`config.mk`:
```
export PLATFORM = sky130hd
export DESIGN_NAME = mult_error_sweep_flat
export DESIGN_NICKNAME = d
export VERILOG_FILES = /design/src/rtl/mult_error_sweep_if.sv /design/src/rtl/mult_error_sweep.sv /design/src/flat_wrapper.sv
export SDC_FILE = /design/constraint.sdc
export NUM_CORES = 1
export LEC_CHECK = 0
export BUFFER_PORTS_ARGS = -buffer_cell sky130_fd_sc_hd__buf_2
export CAP_MARGIN = 20
export CORE_MARGIN = 4
export CORE_UTILIZATION = 47
export CTS_CLUSTER_SIZE = 10
export DETAILED_ROUTE_END_ITERATION = 8
export HOLD_SLACK_MARGIN = 0.08
export PLACE_DENSITY_LB_ADDON = 0.05
export SKIP_CTS_REPAIR_TIMING = 1
export SLEW_MARGIN = 20
export SYNTH_ARGS = -nofsm -noshare
export SYNTH_HDL_FRONTEND = slang
export SYNTH_SLANG_ARGS = --single-unit
export TNS_END_PERCENT = 10
```
`constraint.sdc`:
```
create_clock -name clk -period 8.8 [get_ports clk]
set_input_delay 0.44 -clock clk [delete_from_list [all_inputs] [get_ports clk]]
set_output_delay 0.44 -clock clk [all_outputs]
set_load 0.01 [all_outputs]
```
`src/rtl/mult_error_sweep_if.sv`:
```
// -----------------------------------------------------------------------------
// mult_error_sweep_if
// Bundles the sweep engine's control, operand, product and result signals.
//   start     : one-cycle sweep request          (harness -> engine)
//   pause     : hold the sweep while high         (harness -> engine)
//   p_in      : product from multiplier under test (harness -> engine)
//   a_out     : operand A to the multiplier       (engine -> harness)
//   b_out     : operand B to the multiplier       (engine -> harness)
//   busy      : sweep in progress                 (engine -> harness)
//   done      : results valid and stable          (engine -> harness)
//   sum_err   : sum of absolute errors            (engine -> harness)
//   max_err   : largest absolute error            (engine -> harness)
//   err_count : number of wrong products          (engine -> harness)
// Modports: master = harness / fitness readout side, slave = sweep engine.
// -----------------------------------------------------------------------------
interface mult_error_sweep_if #(
    parameter int WIDTH = 8
);
    logic                 start;
    logic                 pause;
    logic [WIDTH-1:0]     a_out;
    logic [WIDTH-1:0]     b_out;
    logic [2*WIDTH-1:0]   p_in;
    logic                 busy;
    logic                 done;
    logic [4*WIDTH-1:0]   sum_err;
    logic [2*WIDTH-1:0]   max_err;
    logic [2*WIDTH:0]     err_count;

    modport master (
        output start,
        output pause,
        output p_in,
        input  a_out,
        input  b_out,
        input  busy,
        input  done,
        input  sum_err,
        input  max_err,
        input  err_count
    );

    modport slave (
        input  start,
        input  pause,
        input  p_in,
        output a_out,
        output b_out,
        output busy,
        output done,
        output sum_err,
        output max_err,
        output err_count
    );
endinterface

```
`src/rtl/mult_error_sweep.sv`:
```
// -----------------------------------------------------------------------------
// mult_error_sweep
// Exhaustive error characterisation of an approximate WIDTH x WIDTH unsigned
// multiplier. A 2*WIDTH-bit counter walks every operand pair (B fastest), the
// exact product is formed locally and compared with the returned p_in.
// Stage 1 registers |exact - p_in| and a not-equal flag; stage 2 folds them
// into sum / max / count accumulators.
// Ports:
//   clk : rising-edge clock
//   rst : synchronous active-high reset, discards any partial sweep
//   bus : mult_error_sweep_if.slave (start, pause, p_in in; operands,
//         busy, done and error metrics out, all registered)
// -----------------------------------------------------------------------------
module mult_error_sweep #(
    parameter int WIDTH = 8
) (
    input  logic               clk,
    input  logic               rst,
    mult_error_sweep_if.slave  bus
);
    localparam int PW = 2 * WIDTH;      // product / counter width
    localparam int SW = 4 * WIDTH;      // sum accumulator width
    localparam int CW = 2 * WIDTH + 1;  // error counter width (holds 2^PW)

    localparam logic [PW-1:0] CNT_ZERO = {PW{1'b0}};
    localparam logic [PW-1:0] CNT_ONES = {PW{1'b1}};
    localparam logic [PW-1:0] CNT_ONE  = {{(PW-1){1'b0}}, 1'b1};

    typedef enum logic [1:0] {
        ST_IDLE  = 2'd0,
        ST_RUN   = 2'd1,
        ST_DRAIN = 2'd2,
        ST_DONE  = 2'd3
    } state_t;

    state_t          state_r;
    state_t          state_next_s;
    logic [PW-1:0]   cnt_r;
    logic [PW-1:0]   cnt_next_s;
    logic            sample_s;
    logic            clear_s;
    logic [PW-1:0]   exact_s;
    logic [PW-1:0]   abs_err_s;
    logic            ne_s;

    logic            s1_valid_r;
    logic [PW-1:0]   s1_abs_r;
    logic            s1_ne_r;

    logic [SW-1:0]   sum_err_r;
    logic [PW-1:0]   max_err_r;
    logic [CW-1:0]   err_count_r;
    logic            busy_r;
    logic            done_r;

    // Absolute difference via a one-bit-wider subtraction; the borrow bit
    // selects which operand order yields the magnitude.
    function automatic logic [PW-1:0] abs_diff(input logic [PW-1:0] x,
                                               input logic [PW-1:0] y);
        logic [PW:0] d;
        d = {1'b0, x} - {1'b0, y};
        if (d[PW]) begin
            abs_diff = y - x;
        end else begin
            abs_diff = d[PW-1:0];
        end
    endfunction

    // Exact reference product and error of the returned product for the
    // operand pair currently presented.
    always_comb begin
        exact_s   = {{WIDTH{1'b0}}, cnt_r[PW-1:WIDTH]} * {{WIDTH{1'b0}}, cnt_r[WIDTH-1:0]};
        abs_err_s = abs_diff(exact_s, bus.p_in);
        ne_s      = (bus.p_in != exact_s);
    end

    // Next-state, next-counter and sample/clear strobes.
    always_comb begin
        state_next_s = state_r;
        cnt_next_s   = cnt_r;
        sample_s     = 1'b0;
        clear_s      = 1'b0;
        case (state_r)
            ST_IDLE, ST_DONE: begin
                if (bus.start) begin
                    state_next_s = ST_RUN;
                    cnt_next_s   = CNT_ZERO;
                    clear_s      = 1'b1;
                end else begin
                    state_next_s = state_r;
                end
            end
            ST_RUN: begin
                if (!bus.pause) begin
                    sample_s = 1'b1;
                    // The last pair keeps the counter at all-ones so the
                    // operands park there through DRAIN and DONE.
                    if (cnt_r == CNT_ONES) begin
                        state_next_s = ST_DRAIN;
                    end else begin
                        cnt_next_s = cnt_r + CNT_ONE;
                    end
                end else begin
                    cnt_next_s = cnt_r;
                end
            end
            ST_DRAIN: begin
                state_next_s = ST_DONE;
            end
            default: begin
                state_next_s = ST_IDLE;
            end
        endcase
    end

    // FSM state register with busy/done decoded from the next state so both
    // flags are registered and change on the same edge as the state.
    always_ff @(posedge clk) begin
        if (rst) begin
            state_r <= ST_IDLE;
            busy_r  <= 1'b0;
            done_r  <= 1'b0;
        end else begin
            state_r <= state_next_s;
            busy_r  <= (state_next_s == ST_RUN) || (state_next_s == ST_DRAIN);
            done_r  <= (state_next_s == ST_DONE);
        end
    end

    // Operand counter and stage-1 error register.
    always_ff @(posedge clk) begin
        if (rst) begin
            cnt_r      <= CNT_ZERO;
            s1_valid_r <= 1'b0;
            s1_abs_r   <= {PW{1'b0}};
            s1_ne_r    <= 1'b0;
        end else begin
            cnt_r      <= cnt_next_s;
            s1_valid_r <= sample_s;
            s1_abs_r   <= abs_err_s;
            s1_ne_r    <= ne_s;
        end
    end

    // Stage-2 accumulators; a start clears them, otherwise a valid stage-1
    // sample is folded in.
    always_ff @(posedge clk) begin
        if (rst) begin
            sum_err_r   <= {SW{1'b0}};
            max_err_r   <= {PW{1'b0}};
            err_count_r <= {CW{1'b0}};
        end else if (clear_s) begin
            sum_err_r   <= {SW{1'b0}};
            max_err_r   <= {PW{1'b0}};
            err_count_r <= {CW{1'b0}};
        end else if (s1_valid_r) begin
            sum_err_r   <= sum_err_r + {{(SW-PW){1'b0}}, s1_abs_r};
            if (s1_abs_r > max_err_r) begin
                max_err_r <= s1_abs_r;
            end else begin
                max_err_r <= max_err_r;
            end
            err_count_r <= err_count_r + {{(CW-1){1'b0}}, s1_ne_r};
        end else begin
            sum_err_r   <= sum_err_r;
            max_err_r   <= max_err_r;
            err_count_r <= err_count_r;
        end
    end

    assign bus.a_out     = cnt_r[PW-1:WIDTH];
    assign bus.b_out     = cnt_r[WIDTH-1:0];
    assign bus.busy      = busy_r;
    assign bus.done      = done_r;
    assign bus.sum_err   = sum_err_r;
    assign bus.max_err   = max_err_r;
    assign bus.err_count = err_count_r;
endmodule

```
`src/flat_wrapper.sv`:
```
// flat-port wrapper written by rule: the top's interface ports become plain ports
module mult_error_sweep_flat 
#(
    parameter int WIDTH = 8
)
  (clk, rst, bus_start, bus_pause, bus_p_in, bus_a_out, bus_b_out, bus_busy, bus_done, bus_sum_err, bus_max_err, bus_err_count);
  mult_error_sweep_if #(.WIDTH(WIDTH)) bus_i ();
  input  logic clk;
  input  logic rst;
  input wire logic [$bits(bus_i.start)-1:0] bus_start;
  input wire logic [$bits(bus_i.pause)-1:0] bus_pause;
  input wire logic [$bits(bus_i.p_in)-1:0] bus_p_in;
  output wire logic [$bits(bus_i.a_out)-1:0] bus_a_out;
  output wire logic [$bits(bus_i.b_out)-1:0] bus_b_out;
  output wire logic [$bits(bus_i.busy)-1:0] bus_busy;
  output wire logic [$bits(bus_i.done)-1:0] bus_done;
  output wire logic [$bits(bus_i.sum_err)-1:0] bus_sum_err;
  output wire logic [$bits(bus_i.max_err)-1:0] bus_max_err;
  output wire logic [$bits(bus_i.err_count)-1:0] bus_err_count;
  assign bus_i.start = bus_start;
  assign bus_i.pause = bus_pause;
  assign bus_i.p_in = bus_p_in;
  assign bus_a_out = bus_i.a_out;
  assign bus_b_out = bus_i.b_out;
  assign bus_busy = bus_i.busy;
  assign bus_done = bus_i.done;
  assign bus_sum_err = bus_i.sum_err;
  assign bus_max_err = bus_i.max_err;
  assign bus_err_count = bus_i.err_count;
  mult_error_sweep #(.WIDTH(WIDTH)) u_core (.clk(clk), .rst(rst), .bus(bus_i));
endmodule
```
# [Word-level counts from Yosys, hierarchy flattened]
# Index checks and enable logic that the tools add are counted.
[totals] reg_bits=103 input_bits=20 output_inout_bits=83 elab_cells=49
[classes] n_addsub=5 multipliers=1 magnitude_cmp=1 n_eq_ne=11 mux=12 bitwise=1 reduce_logical=8
[ops] op="$mux W16" count=4
[ops] op="$add A32 B16 Y32" count=1
[ops] op="$pmux W16 S2" count=1
[ops] op="$add A17 B1 Y17" count=1
[ops] op="$sub A16 B16 Y17" count=1
[ops] op="$add A16 B1 Y16 const B" count=1
[ops] op="$eq A16 B16 Y1 const B" count=1
[ops] op="$gt A16 B16 Y1" count=1
[ops] op="$mul A8 B8 Y16" count=1
[ops] op="$ne A16 B16 Y1" count=1
[ops] op="$sub A16 B16 Y16" count=1
[ops] op="$eq A2 B2 Y1 const B" count=4
[ops] op="$mux W2" count=3
[ops] op="$ne A2 B2 Y1 const B" count=3
[ops] op="$pmux W2 S3" count=1
[ops] op="$reduce_or A2 Y1" count=3
[ops] op="$eq A2 B1 Y1 const B" count=2
[ops] op="$reduce_and A4 Y1" count=1
[ops] op="$mux W1" count=3
[ops] op="$logic_not A2 Y1" count=1
[ops] op="$reduce_and A2 Y1" count=1
[ops] op="$reduce_bool A2 Y1" count=1
[ops] op="$logic_or A1 B1 Y1" count=1
[ops] op="$not A1 Y1" count=1

# [Depth between registers and ports, before layout]
[logic_depth] depth_word=6 ltp_mapped=26 mapped_depth_nobuf=23

# [Worst setup path after synthesis]
# No wires, ideal clock.
[synth_timing] path_kind="register to register" startpoint="register u_core.cnt_r[8]" endpoint="register u_core.s1_abs_r[15]" setup_time_ps=123 arrival_time_ps=6184 required_time_ps=8677 path_slack_ps=2493 path_stages_with_launch=24 period_less_slack_ps=6307 path_cell_list="dfxtp_1 > clkbuf_1 > nand2_1 > fa_1 > fa_1 > inv_1 > fa_1 > inv_1 > fa_1 > inv_1 > ha_1 > inv_1 > o21ai_0 > a21o_1 > a41o_1 > and4_1 > or3_1 > ha_1 > a21boi_0 > a311oi_2 > o21ai_4 > mux2_4 > o311ai_1 > mux2_1"
[synth_between] elab_chain_cells=3 elab_cells_between_ends=4 cone_classes="add/sub (2); mul (1); mux (1)"
[synth_lines] item="from (decl)" line_no="mult_error_sweep.sv:38" source="logic [PW-1:0] cnt_r;"
[synth_lines] item="from (signal assigned)" line_no="mult_error_sweep.sv:138" source="cnt_r <= cnt_next_s;"
[synth_lines] item="$mul A8 B8 Y16 (*)" line_no="mult_error_sweep.sv:72" source="exact_s = {{WIDTH{1'b0}}, cnt_r[PW-1:WIDTH]} * {{WIDTH{1'b0}}, cnt_r[WIDTH-1:0]};"
[synth_lines] item="$sub A16 B16 Y17 or $sub A16 B16 Y16 (tied branches)" line_no="mult_error_sweep.sv:61, mult_error_sweep.sv:63"
[synth_lines] item="$mux W16 (*)" line_no="mult_error_sweep.sv:62" source="if (d[PW]) begin"
[synth_lines] item="to (signal assigned)" line_no="mult_error_sweep.sv:135" source="s1_abs_r <= {PW{1'b0}};"
[synth_lines] item="to (signal assigned)" line_no="mult_error_sweep.sv:140" source="s1_abs_r <= abs_err_s;"
[synth_lines] item="to (decl)" line_no="mult_error_sweep.sv:47" source="logic [PW-1:0] s1_abs_r;"
# Mark *: on every way between the ends. The rest lies on a longest branch, timed or not.
# A chain may end at the register's enable or synchronous reset.

# [Final worst setup path]
[layout_timing] startpoint="register u_core.cnt_r[7]" endpoint="register u_core.s1_abs_r[15]"
# Same word-level chain as after synthesis.

==> metrics list <==
- Derived from the worst setup path, the maximum achievable clock frequency is 148 MHz.
- Sum of net half-perimeters after detailed placement: 16,600 um
* Static leakage: 4.67 nW
- Among all flip-flop cells after synthesis, the most frequent one is sky130_fd_sc_hd__dfxtp_1.
- Pins Over Slew Limit: 0
- Dividing the detail-routed wire length by the instance count gives 14.9 um.
* Most frequent cells in the layout: sky130_fd_sc_hd__inv_1, sky130_fd_sc_hd__ha_1, sky130_fd_sc_hd__dfxtp_1
* Status: complete, no violations
- In this run, synthesis inferred 0 flip-flops with an integrated enable.
* Overall fraction of global-route tracks in use: 0.196
- Reg clk slew, reported paths: 0.07 ns
* Iteration-0 DRC Markers: 319
* Setup Viol. Count Final: 0
- Number of maximum-capacitance constraint violations: 0
* Most frequent standard cell in the layout excluding fill and tap cells: sky130_fd_sc_hd__inv_1
- TritonCTS clock tree: yes
- The core region is 18,800 um2.
* Pin count of the biggest net entering global routing: 63
- Peak ir drop on the vdd network: 0.0732 mV
- The routed layout has 7,439 vias.
- Port Buf Inserts: 102
* Syn_nets: 1,252
- Crit path DAT: 7.00 ns
- The later pin in the worst-skew pair is clocked with a latency of 0.36 ns.
* Kind of start point of the critical path: flip-flop
* Layout Cells excl Fill: 1,417
* Area added between synthesis and finish: 9.91%
- Hold Crit Class: in -> reg
* FP Rows: 50
* Flip-flop and latch count after synthesis: 103
- After detailed routing, the total wire length is 21,100 um.
- The number of global-route vias before repair was 7,088.
- Setup repair after global routing left no endpoint under its margin.
- Using the TritonRoute via totals, the vias-per-cell ratio works out to 5.25.
- In this run the vertical extent of the chip is 147 um.
- The total overflow left after global routing is 0.
- Post-synthesis sequential area ratio: 0.228
- The number of antenna diodes in the final layout is 0.
- 103 I/O pins were placed.
- The initial utilization of the core area, before any placement, comes to 0.480.
- For this run, asynchronously set or reset flops after synthesis account for 0.
- For the final routed database, the setup TNS stands at 0 ns.
* Number of buffers inserted during clock tree synthesis: 9
- The first global-routing pass estimated 35,500 um of wire.
* Slew headroom: 0.320
* Minimum clock period after layout: 6.77 ns
- The cell sitting at the root of the clock tree is a sky130_fd_sc_hd__clkbuf_16.
* CP Class: reg -> reg
- After the last flow step, the layout net total stands at 1,316.
* Post-Synthesis Cells: 1,088
* Mapped Avg Cell Area: 8.31 um2
- Of the available clock period, the critical path in the final layout requires 0.769.
- In the final layout, the share of cells above drive strength 1 is 0.131.
- Router iterations before antenna repair: 6
- Count of warnings emitted by yosys: 0
* Initial antenna violation count: 0
- Count of cell types in the netlist: 76
- Hold Path Depth: 2
- Clock sink count: 103
- The worst register-to-register path has a depth of 20.
* Capturing element type of the critical path: flip-flop
- The final hold violation count is 0.
- In this run the number of H-tree levels came out at 3.
- Full die area: 21,500 um2
- Across the routed clock network, the largest skew measured is 0.0129 ns.
* Cell area power density: 102 nW/um2
- For the pin with the worst max-slew slack, the measured transition is 1.01 ns.
- Hold is met by 0.307 ns.
* Antenna-violating nets left: 0
- Counting tap cells, the placed design contains a total of 1,401 instances.
- No sink is reached through more buffers than the 2 on the longest clock path.
* Required time worst endpoint: 9.03 ns
- Number of remaining DRC errors: 0
- GPL Wtd Cong: 0.861
* Mapped cell area: 9040 um2
* Chip width: 147 um
- Critical Path Fanout Max: 19
cells by family (layout without fill, tap and decap cells):
family                   count (synthesis)  after routing  synth area share
buffers and inverters                  164            233            0.0730
AO/OA/AOI/OAI                          240            240             0.176
adder cells (fa/ha/maj)                144            144             0.232
flip-flops                             103            103             0.228
multiplexers                            23             23            0.0274
AND/OR/NAND/NOR                        349            349             0.201
XOR/XNOR                                65             65            0.0630
final cells by class:
cell class	instances	area [um2]
clock buffer	10	229
clock inverter	6	46.3
fill	1846	8890
inverter	113	424
multi-input combinational	821	6330
sequential	103	2060
tap	260	325
timing repair buffer	104	526
flip-flops by register name, indices dropped and copies added (netlist names):
| signal | cells |
|---|---|
| u_core.bus.busy | 1 |
| u_core.bus.done | 1 |
| u_core.bus.err_count | 17 |
| u_core.bus.max_err | 16 |
| u_core.bus.sum_err | 32 |
| u_core.cnt_r | 16 |
| u_core.s1_abs_r | 16 |
| u_core.s1_ne_r | 1 |
| u_core.s1_valid_r | 1 |
| u_core.state_r | 2 |
path summary, 6_finish.rpt:
check	startpoint	endpoint	slack [ns]
worst max-delay path	u_core.cnt_r[7]$_SDFFE_PP0P_	u_core.s1_abs_r[15]$_SDFF_PP0_	2.03
worst min-delay path	bus_pause	u_core.s1_valid_r$_SDFF_PP0_	0.31
worst max register to register	u_core.cnt_r[7]$_SDFFE_PP0P_	u_core.s1_abs_r[15]$_SDFF_PP0_	2.03
worst min register to register	u_core.bus.max_err[12]$_SDFFE_PP0P_	u_core.bus.max_err[12]$_SDFFE_PP0P_	0.49
synthesized netlist by cell type, drive strengths merged (10+ instances only):
library cell,instances,area share
a21oi,76,0.042
dfxtp,103,0.23
nand2,45,0.019
a211oi,10,0.0094
ha,105,0.15
nor2,93,0.039
xor2,32,0.031
o21ai,53,0.031
fa,39,0.086
clkbuf,31,0.013
nand4,21,0.015
and2,59,0.042
nor2b,15,0.010
and3,15,0.011
buf,20,0.013
inv,112,0.046
nor3,13,0.0072
a21o,38,0.032
xnor2,33,0.032
or3,11,0.0076
mux2i,15,0.017
nand3,50,0.028
metal layers:
| metal | share of wire | routed length [um] | track usage | vias up |
|---|---|---|---|---|
| li1 | - | - | - | 3862 |
| met1 | 0.49 | 10400 | 0.271 | 3452 |
| met2 | 0.46 | 9760 | 0.327 | 104 |
| met3 | 0.028 | 598 | 0.0265 | 21 |
| met4 | 0.018 | 374 | 0.0475 | 0 |
| met5 | 0 | 0 | 0 | - |
worst max-delay path, stage by stage (launching register included):
cell	delay (ns)
sky130_fd_sc_hd__dfxtp_1	0.58
sky130_fd_sc_hd__nand2_1	0.19
sky130_fd_sc_hd__fa_1	0.53
sky130_fd_sc_hd__fa_1	0.56
sky130_fd_sc_hd__inv_1	0.06
sky130_fd_sc_hd__fa_1	0.53
sky130_fd_sc_hd__inv_1	0.05
sky130_fd_sc_hd__fa_1	0.53
sky130_fd_sc_hd__inv_1	0.04
sky130_fd_sc_hd__ha_1	0.33
sky130_fd_sc_hd__a2111o_1	0.40
sky130_fd_sc_hd__a31o_2	0.24
sky130_fd_sc_hd__a21o_1	0.20
sky130_fd_sc_hd__xor2_1	0.15
sky130_fd_sc_hd__ha_1	0.43
sky130_fd_sc_hd__and3_1	0.29
sky130_fd_sc_hd__nand3_1	0.20
sky130_fd_sc_hd__o21ai_4	0.55
sky130_fd_sc_hd__mux2_4	0.35
sky130_fd_sc_hd__o311ai_1	0.10
sky130_fd_sc_hd__mux2_1	0.35
report_power, final:
part	total, mW	switching (mW)	leakage (nW)	internal [mW]
sequential	0.488	0.0127	0.835	0.476
combinational	0.148	0.0930	3.71	0.0549
clock	0.379	0.185	0.129	0.194
total	1.02	0.291	4.67	0.724
stage by stage:
stage	power (mW)	instance area (um2)	util	worst slack [ns]
global placement	0.647	9660	0.513	2.19
CTS	1.03	9940	0.528	2.06
finish	1.02	9940	0.528	2.03
floorplan	0.605	9040	-	2.49
detailed placement	0.646	9660	0.513	2.10
global route	1.07	9940	0.528	1.78
Note: power is estimated with default switching activity, not from simulation.
